File: config.mk
export PLATFORM = sky130hd
export DESIGN_NAME = mem_port_arbiter
export DESIGN_NICKNAME = d
export VERILOG_FILES = /design/src/rtl/mem_port_arbiter.sv
export SDC_FILE = /design/constraint.sdc
export NUM_CORES = 1
export LEC_CHECK = 0
export ABC_CLOCK_PERIOD_IN_PS = 2100
export CAP_MARGIN = 20
export CORE_AREA = 2 2 142 144
export CTS_BUF_LIST = sky130_fd_sc_hd__clkbuf_8
export CTS_CLUSTER_SIZE = 14
export DETAILED_ROUTE_END_ITERATION = 8
export DIE_AREA = 0 0 144 146
export PLACE_DENSITY = 0.69
export SLEW_MARGIN = 25
export SYNTH_ARGS = -nofsm -noshare
export SYNTH_HDL_FRONTEND = slang
export SYNTH_SLANG_ARGS = --single-unit
File: constraint.sdc
create_clock -name CLK -period 2.1 [get_ports CLK]
set_input_delay 0.21 -clock CLK [delete_from_list [all_inputs] [get_ports CLK]]
set_output_delay 0.21 -clock CLK [all_outputs]
set_load 0.02 [all_outputs]
File: src/rtl/mem_port_arbiter.sv
// mem_port_arbiter
//   Shares the single ram256x8 MOV/MOC port between the instruction-fetch
//   requester and the load/store (data) requester. One access at a time,
//   round-robin on conflict, one-cycle ACK pulses, and a MOC timeout guard
//   that aborts a hung access and flags it on ERR.
// Ports
//   CLK, RESET                 clock, synchronous active-high reset
//   IF_REQ/IF_ADDR             fetch request and address (held until IF_ACK)
//   IF_ACK/IF_DATA             fetch done pulse, last fetched word
//   D_REQ/D_RW/D_MS/D_ADDR/D_WDATA  data request (RW 1 = load), size, addr, store data
//   D_ACK/D_RDATA              data done pulse, last load result
//   ERR                        pulses with an ACK when the access timed out
//   BUSY                       high whenever the FSM is not idle
//   MEM_MOV/RW/MS/ADDR/DIN     registered RAM command
//   MEM_MOC/MEM_DOUT           RAM completion and read data
`timescale 1ns/1ps
module mem_port_arbiter #(
  parameter int unsigned TIMEOUT = 16,
  parameter logic [2:0]  IF_MS   = 3'b010
) (
  input  logic        CLK,
  input  logic        RESET,
  input  logic        IF_REQ,
  input  logic [31:0] IF_ADDR,
  output logic        IF_ACK,
  output logic [31:0] IF_DATA,
  input  logic        D_REQ,
  input  logic        D_RW,
  input  logic [2:0]  D_MS,
  input  logic [31:0] D_ADDR,
  input  logic [31:0] D_WDATA,
  output logic        D_ACK,
  output logic [31:0] D_RDATA,
  output logic        ERR,
  output logic        BUSY,
  output logic        MEM_MOV,
  output logic        MEM_RW,
  output logic [2:0]  MEM_MS,
  output logic [31:0] MEM_ADDR,
  output logic [31:0] MEM_DIN,
  input  logic        MEM_MOC,
  input  logic [31:0] MEM_DOUT
);

  localparam logic [1:0] IDLE    = 2'd0;
  localparam logic [1:0] ACCESS  = 2'd1;
  localparam logic [1:0] RECOVER = 2'd2;

  localparam int unsigned CW = (TIMEOUT > 2) ? $clog2(TIMEOUT) : 1;
  localparam logic [CW-1:0] CNT_LAST = CW'(TIMEOUT - 1);

  logic [1:0]    state;
  logic          last_d;   // 1 = data port had the most recent grant
  logic          grant_d;  // requester owning the current access
  logic [CW-1:0] acc_cnt;
  logic          pick_d;

  // Lone requester wins; on a tie the port that did not go last wins.
  always_comb begin
    pick_d = D_REQ && (!IF_REQ || !last_d);
  end

  always_ff @(posedge CLK) begin
    if (RESET) begin
      state    <= IDLE;
      last_d   <= 1'b1;
      grant_d  <= 1'b0;
      acc_cnt  <= '0;
      IF_ACK   <= 1'b0;
      IF_DATA  <= '0;
      D_ACK    <= 1'b0;
      D_RDATA  <= '0;
      ERR      <= 1'b0;
      BUSY     <= 1'b0;
      MEM_MOV  <= 1'b0;
      MEM_RW   <= 1'b0;
      MEM_MS   <= '0;
      MEM_ADDR <= '0;
      MEM_DIN  <= '0;
    end else begin
      IF_ACK <= 1'b0;
      D_ACK  <= 1'b0;
      ERR    <= 1'b0;
      case (state)
        IDLE: begin
          if (IF_REQ || D_REQ) begin
            grant_d <= pick_d;
            last_d  <= pick_d;
            MEM_MOV <= 1'b1;
            acc_cnt <= '0;
            BUSY    <= 1'b1;
            state   <= ACCESS;
            if (pick_d) begin
              MEM_RW   <= D_RW;
              MEM_MS   <= D_MS;
              MEM_ADDR <= D_ADDR;
              MEM_DIN  <= D_WDATA;
            end else begin
              MEM_RW   <= 1'b1;
              MEM_MS   <= IF_MS;
              MEM_ADDR <= IF_ADDR;
              MEM_DIN  <= '0;
            end
          end
        end
        ACCESS: begin
          if (MEM_MOC) begin
            if (MEM_RW) begin
              if (grant_d) D_RDATA <= MEM_DOUT;
              else         IF_DATA <= MEM_DOUT;
            end
            IF_ACK  <= !grant_d;
            D_ACK   <= grant_d;
            MEM_MOV <= 1'b0;
            state   <= RECOVER;
          end else if (acc_cnt == CNT_LAST) begin
            // Abort: requester is released with ERR, read data left untouched.
            IF_ACK  <= !grant_d;
            D_ACK   <= grant_d;
            ERR     <= 1'b1;
            MEM_MOV <= 1'b0;
            state   <= RECOVER;
          end else begin
            acc_cnt <= acc_cnt + 1'b1;
          end
        end
        RECOVER: begin
          // Hold MOV low until the RAM has released MOC.
          if (!MEM_MOC) begin
            state <= IDLE;
            BUSY  <= 1'b0;
          end
        end
        default: begin
          state   <= IDLE;
          BUSY    <= 1'b0;
          MEM_MOV <= 1'b0;
        end
      endcase
    end
  end

endmodule

Yosys cells after proc, flatten, opt, wreduce, memory -nomap -nowiden
Index checks and enable logic that the tools add are counted.

storage, ports and cells
  flip-flop bits (word level) = 145
  memories = 0
  RAM bits = 0
  word-level logic and storage cells = 68
  bits in read-only memories = 0
  bits in latches = 0

cells by class
  multipliers = 0
  add/subtract/negate cells = 1
  shift-type cells = 0
  $lt $le $gt $ge = 0
  bitwise gates (word level) = 3
  equality and inequality tests = 8
  muxes and demuxes = 24
  reductions and logical operators = 17
  div/mod/pow operators = 0

operators with widths
  operator               number
  $mux W32               2
  $mux W4                3
  $reduce_and A4 Y1      3
  $mux W1                10
  $reduce_and A3 Y1      3
  $mux W2                4
  $ne A2 B2 Y1 const B   4
  $pmux W4 S2            1
  $pmux W1 S3            2
  $pmux W2 S3            1
  $add A4 B1 Y4 const B  1
  $eq A4 B4 Y1 const B   1
  $logic_not A1 Y1       3
  $mux W3                1
  $ne A3 B3 Y1 const B   1
  $not A1 Y1             3
  $reduce_or A3 Y1       1
  $eq A2 B1 Y1 const B   1
  $eq A2 B2 Y1 const B   1
  $logic_not A2 Y1       1
  $logic_or A1 B1 Y1     2
  $reduce_and A2 Y1      1
  $reduce_bool A2 Y1     1
  $reduce_or A2 Y1       1
  $logic_and A1 B1 Y1    1

Longest topological paths before layout
  depth in word-level cells = 4
  depth in mapped cells = 6
  depth with buffers taken out = 4

Worst setup path after synthesis
Ideal clock, no wire load.

  path type = register to register
  start = reg state[0]
  end = reg acc_cnt[3]
  data required time = 1984 ps
  period minus slack after synthesis = 1581 ps
  setup slack = 519 ps
  arrival time = 1465 ps
  stages on the path, launching flop included = 6
  cells stage by stage = dfxtp_1 > buf_4 > or3b_1 > clkbuf_2 > or3_1 > a41o_1

on the way
  cells in the longest elaborated chain, start to end = 3
  elaborated cells on any way between the ends = 8
  classes of those cells = eq/ne: 4; mux: 1; reduce/logical: 3

RTL lines
  what                                                                 RTL line  source
  start, declared                                                      52        logic [1:0] state;
  start signal, assigned                                               65        state <= IDLE;
  start signal, assigned                                               92        state <= ACCESS;
  start signal, assigned                                               115       state <= RECOVER;
  $eq A2 B1 Y1 or $logic_not A2 Y1 (tied branches)                     84        case (state)
  $ne A2 B2 Y1 (no source line) or $reduce_bool A2 Y1 (tied branches)  -
  $reduce_and A4 Y1 (no source line)                                   -
  end signal, assigned                                                 124       acc_cnt <= acc_cnt + 1'b1;
  end, declared                                                        55        logic [CW-1:0] acc_cnt;

Parallel ways exist; a longest one is shown, timed or not.
A chain may end at the register's enable or synchronous reset.

Worst setup path after layout
  start = reg MEM_RW
  end = out MEM_RW

RTL lines
  what                    RTL line  source
  start, declared         37        output logic MEM_RW,
  start signal, assigned  76        MEM_RW <= 1'b0;
  start signal, assigned  94        MEM_RW <= D_RW;
  start signal, assigned  99        MEM_RW <= 1'b1;

No word-level cell between the ends.

==> results.toml <==
[outcome]
status = "finished clean"

[power]
power-per-cell-area_nw_per_um2 = 728
p_seq_share_pct = 44.5
vdd_drop_max_mv = 0.449
p_int_uw = 4650
clkPwrFrac_pct = 34.4
switching_share_pct = 30.5
power_leakage_uw = 0.00310
comb_power_share_pct = 21.1
p_sw_uw = 2040

[synthesis]
syn_nets = 840
synth-xor-area-share_pct = 0
synth_edf_count = 0
synth.distinct_cells = 35
ys_ff_latch = 145
postSynth.asyncResetShare_pct = 0
synthAdderAreaFrac_pct = 0.217
synth_mux_area_share_pct = 0
synth_area_um2 = 5770
yosysWarnings = 0
synth_top_family_by_area = "compound AO/OA/AOI/OAI gates"
synth-simple-area-share_pct = 16.1
synth_compound_area_share_pct = 27.4
synth_area_per_cell_um2 = 8.21
ys.flop_type = "dfxtp_1"
ys_seq_area_share_pct = 50.3
synthCells = 702

[cells_and_area]
final_cell_mix = "clkdlybuf4s50_1 (272), dfxtp_1 (144), a21oi_1 (137), o21ai_0 (102), nand3_1 (69)"
n_antenna_cell = 0
multi_input_area_um2 = 2530
mostFrequentLayoutCell = "clkdlybuf4s50_1"
area_growth_pct = 59.4
layout-drive-gt1-share_pct = 6.77
seq_area_um2 = 2900
nNetsFinal = 1071
n_fill_cell = 1928

[drt]
first_iter_violations = 311
num_vias = 6094
first_pass_iters = 4
ant_nets = 0
totalWireLength_um = 20100
route.detailed.drc = 0
via_per_inst = 5.03
wl_per_cell_um = 16.6

[timing]
setup_viol_count_final = 0
rsz0062_at_grt = "no"
tns_ns = 0
layout_min_cycle_time_ns = 1.78
fin_ws_ns = 0.320
clock_skew_ns = 0.0147
hold_viol_final = 0
slew_headroom_pct = 57.0
fin_crit_sh_pct = 84.8
report.final.slew_viol_count = 0
worst_pin_slew_ns = 0.645
fmax_mhz = 562

[global_routing]
grt_pass1_wl_um = 31200
track_usage_pct = 18.6
grt_antenna_before_repair = 0
grt_pass1_vias = 5708
grt_max_degree = 68
grt-ovfl-total = 0

[floorplanning]
start_util_pct = 29.8
coreArea_um2 = 19300
rows = 51
ios = 274
dieHeight_um = 146
die_area_um2 = 21000
die_x_um = 144

[critical_path]
worst_path_dominant_cell_family = "buffers and inverters"
endpoint = "MEM_RW"
cp_max_fo = 4
cp.required_ns = 1.89
r2r_end = "acc_cnt[3]"
reg2reg_setup_slack_ns = 0.44
crit_arrival_ns = 1.57
r2r_start = "state[0]"
cp-start-kind = "register"
ff2ff_path_depth = 3
cp-startpoint = "MEM_RW"
cp_slowest_cell = "clkdlybuf4s50_1"
critPathKind = "register to output pin"
end_kind = "output pin"
worstSetupPathDepth = 1
path_buf_inv = 1
path_cells = "clkdlybuf4s50_1"
crit_path_max_incr_delay_ns = 0.67

[cts]
path_clk_slew_ns = 0.09
cts_resized = 0
cts_setup_buffers = 0
cts_buffer_depth = 2
cts_hold_buf = 0
root_buffer = "clkbuf_8"
insertion_delay_ns = 0.45
cts_tree = "done"
cts_max_level = 4
numCtsBuffers = 17
clock_sinks = 145

[flow_run]
cap_violations = 0

[place]
pre_cts_slack_ns = 0.223
port_buffers = 273
hpwlAfterDp_um = 13000
gp_congestion = 0.792

[worst_hold_path]
holdCritPathClass = "input port to register"
## layout make-up
class / count / share of cell area (%)
flip-flops and latches: 145 / 31.6
repair buffers: 293 / 32.7
clock buffers: 17 / 2.54
clock inverters: 15 / 1.85
well taps: 265 / 3.61
multi-input cells: 472 / 27.6
inverters: 4 / 0.163
## synth_stat cells, drive strengths merged (2+ instances only)
| cell type | number | area [um^2] |
|---|---|---|
| a21oi | 137 | 686 |
| a311oi | 32 | 280 |
| buf | 18 | 91.3 |
| clkbuf | 63 | 238 |
| dfxtp | 145 | 2900 |
| inv | 4 | 15.0 |
| nand2 | 67 | 251 |
| nand3 | 69 | 345 |
| nand4 | 34 | 213 |
| nor2 | 5 | 21.3 |
| nor2b | 2 | 12.5 |
| o21ai | 102 | 510 |
| o221a | 2 | 22.5 |
| o221ai | 3 | 26.3 |
| or2 | 2 | 12.5 |
| or3 | 2 | 12.5 |
## worst min path at each step
stage | from | end | depth (start not counted)
after global routing | RESET | last_d | 3
after detailed placement | MEM_DIN[20] | MEM_DIN[20] | 2
after CTS | RESET | last_d | 3
final | RESET | last_d | 3
after floorplan | MEM_DOUT[0] | D_RDATA[0] | 2
after global placement | MEM_DIN[17] | MEM_DIN[17] | 2
## per-stage QoR
stage                     util (%)  total power (uW)  cells  hold WS, ns  instance area [um^2]
final                         47.6              6690   1211        0.111                  9200
after global routing          47.6              7040   1211        0.102                  9200
after CTS                     47.6              6790   1211        0.100                  9200
after detailed placement      45.5              4460   1179        0.464                  8790
after global placement        45.5              4450   1179        0.456                  8790
after floorplan                  -              3690    702        0.358                  5770
## logic make-up (layout without fill, tap and decap cells)
kind of cell | Yosys count | in the layout
fa+ha+maj | 1 | 1
flops | 145 | 145
buf+inv | 85 | 329
simple gates | 189 | 189
compound gates | 282 | 282
## power by group through the flow
stage               logic, uW  registers (uW)  clock network, uW
finish                   1410            2980               2300
global route             1510            3000               2530
CTS                      1420            2980               2390
detailed placement       1420            3040                  0
global placement         1410            3030                  0
floorplan                 496            3190                  0
## registers in the layout (all words and copies together) (netlist names), 2 cells and up
register  cells
state         2
MEM_MS        3
IF_DATA      32
D_RDATA      32
MEM_ADDR     32
MEM_DIN      32
acc_cnt       4
## routing by layer
layer | part of all wire (%) | wire (um) | global-route usage [%]
met1 | 45 | 9020 | 24.1
met2 | 46 | 9170 | 29.5
met3 | 8.6 | 1720 | 7.17
met4 | 0.77 | 155 | 4.07
met5 | 0 | 0 | 0
No activity file was read; power rests on OpenSTA's default activity.
==> RTL change (same flow settings) <==
Change the parameter `TIMEOUT` from 16 to 32.
--- a/src/rtl/mem_port_arbiter.sv
+++ b/src/rtl/mem_port_arbiter.sv
@@ -16,5 +16,5 @@
 `timescale 1ns/1ps
 module mem_port_arbiter #(
-  parameter int unsigned TIMEOUT = 16,
+  parameter int unsigned TIMEOUT = 32,
   parameter logic [2:0]  IF_MS   = 3'b010
 ) (
Behaviour: same outputs for any inputs over 4 cycles, from zero or initial values and one cycle with RESET high; that may be too few to reach the edited logic, so the function may still have changed.
==> RTL change against the unedited design <==
Setup slack lost 78 ps; total power grew 2.0%; design area grew 1.4%; sequential power is essentially flat; area after synthesis grew 2.3%; wire length shrank 4.8%; sequential cell count grew 1; clock skew shrank 0.87 ps; highest routed layer unchanged; largest cell class unchanged.
==> RTL change: results <==
metrics = {
    "synthesis": {
        "yosysWarnings": 0,
        "synth_nets": 812,
        "synthDistinctLibCells": 36,
        "ys_seq_area_share_pct": 49.5,
        "synth_top_cells_by_area": "dfxtp_1, a21oi_1, o21ai_0",
        "synth_common_cells": "dfxtp_1, a21oi_1, o21ai_0, nand3_1, clkbuf_1",
        "synthFlopType": "dfxtp_1",
        "async_flop_share_pct": 0,
    },
    "clock_tree": {
        "cts_max_level": 4,
        "cts_buffers": 17,
        "clk_latency_ps": 450,
        "post_cts_resized": 0,
        "clockBufferDepth": 2,
        "clk_pin_slew_ps": 80,
        "post-cts-setup-buffers": 0,
        "cts.root.buffer_cell": "clkbuf_8",
    },
    "finish": {
        "fillCellCount": 1890,
        "final_nets": 1052,
        "num_antenna_cells": 0,
        "drive_gt1_share_pct": 7.78,
    },
    "placed_design": {
        "dp_hpwl_mm": 13.0,
        "dpl_cell_area_um2": 8890,
        "port_buffers": 273,
        "gp_congestion": 0.763,
    },
    "critical_path": {
        "slowest_delay_ps": 590,
        "worstPathArrival_ps": 2200,
        "crit_fanout": 6,
        "crit_family": "simple AND/OR/NAND/NOR gates",
        "critical-path-slowest-cell": "or4b_1",
    },
    "timing": {
        "clock_skew_ps": 13.8,
        "slew_headroom_pct": 62.3,
    },
    "detailed_routing": {
        "vias": 5916,
        "first_iter_violations": 209,
        "drt-total-wl_mm": 19.1,
        "drtPass1Iterations": 4,
    },
    "grt": {
        "grt_pass1_wl_mm": 30.6,
        "antenna_found_initial": 0,
        "track_usage_pct": 18.2,
        "grt_max_degree": 66,
    },
    "worst_hold_path": {
        "hp-class": "primary input to flip-flop",
    },
    "outcome": {
        "status": "complete, no violations",
    },
    "power": {
        "vdd_drop_max_v": 0.000383,
        "p_leak_nw": 3.17,
    },
}
==> RTL change: path summary, 6_finish.rpt <==
kind                  endpoint  slack [ps]  cells past startpoint       start
hold reg to reg        MEM_MOV         460                      2     MEM_MOV
hold / removal    MEM_ADDR[28]         110                      2       RESET
setup reg to reg    acc_cnt[2]         240                      6  acc_cnt[0]
setup / recovery    acc_cnt[2]         240                      6  acc_cnt[0]
==> RTL change: stage by stage <==
| stage | util, % | instances | setup WS, ps |
|---|---|---|---|
| floorplan | - | 673 | 281 |
| global placement | 46.0 | 1159 | 297 |
| detailed placement | 46.0 | 1159 | 252 |
| CTS | 48.2 | 1191 | 240 |
| global route | 48.2 | 1191 | 54.6 |
| finish | 48.2 | 1191 | 241 |
==> RTL change: cells by family after synthesis <==
kind of cell	share of synthesized area [%]
compound gates	26.3
fa+ha+maj	0.424
simple gates	11.5
buf+inv	6.66
mux	5.60
flops	49.5
==> RTL change: report_power, final <==
part | leakage, nW | internal, W | switching, W
clock | 0.215 | 0.00131 | 0.00113
combinational | 1.76 | 0.000683 | 0.000722
sequential | 1.19 | 0.00291 | 0.0000820
total | 3.17 | 0.00490 | 0.00193
==> RTL change: area by class of cell <==
cell class / count / area, µm² / area share, %
clock buffers: 21 / 289 / 3.10
clock inverters: 11 / 149 / 1.60
inverters: 3 / 11.3 / 0.121
multi-input cells: 447 / 2600 / 27.9
flip-flops and latches: 146 / 2920 / 31.4
well taps: 265 / 332 / 3.56
repair buffers: 298 / 3020 / 32.4
==> RTL change: routing by layer <==
metal / share of wire [%] / vias up / global-route usage, %
met5: 0 / - / 0
met4: 1.9 / 0 / 6.27
met3: 9.2 / 23 / 7.31
met2: 46 / 226 / 28.9
met1: 43 / 2746 / 22.4
li1: - / 2921 / -
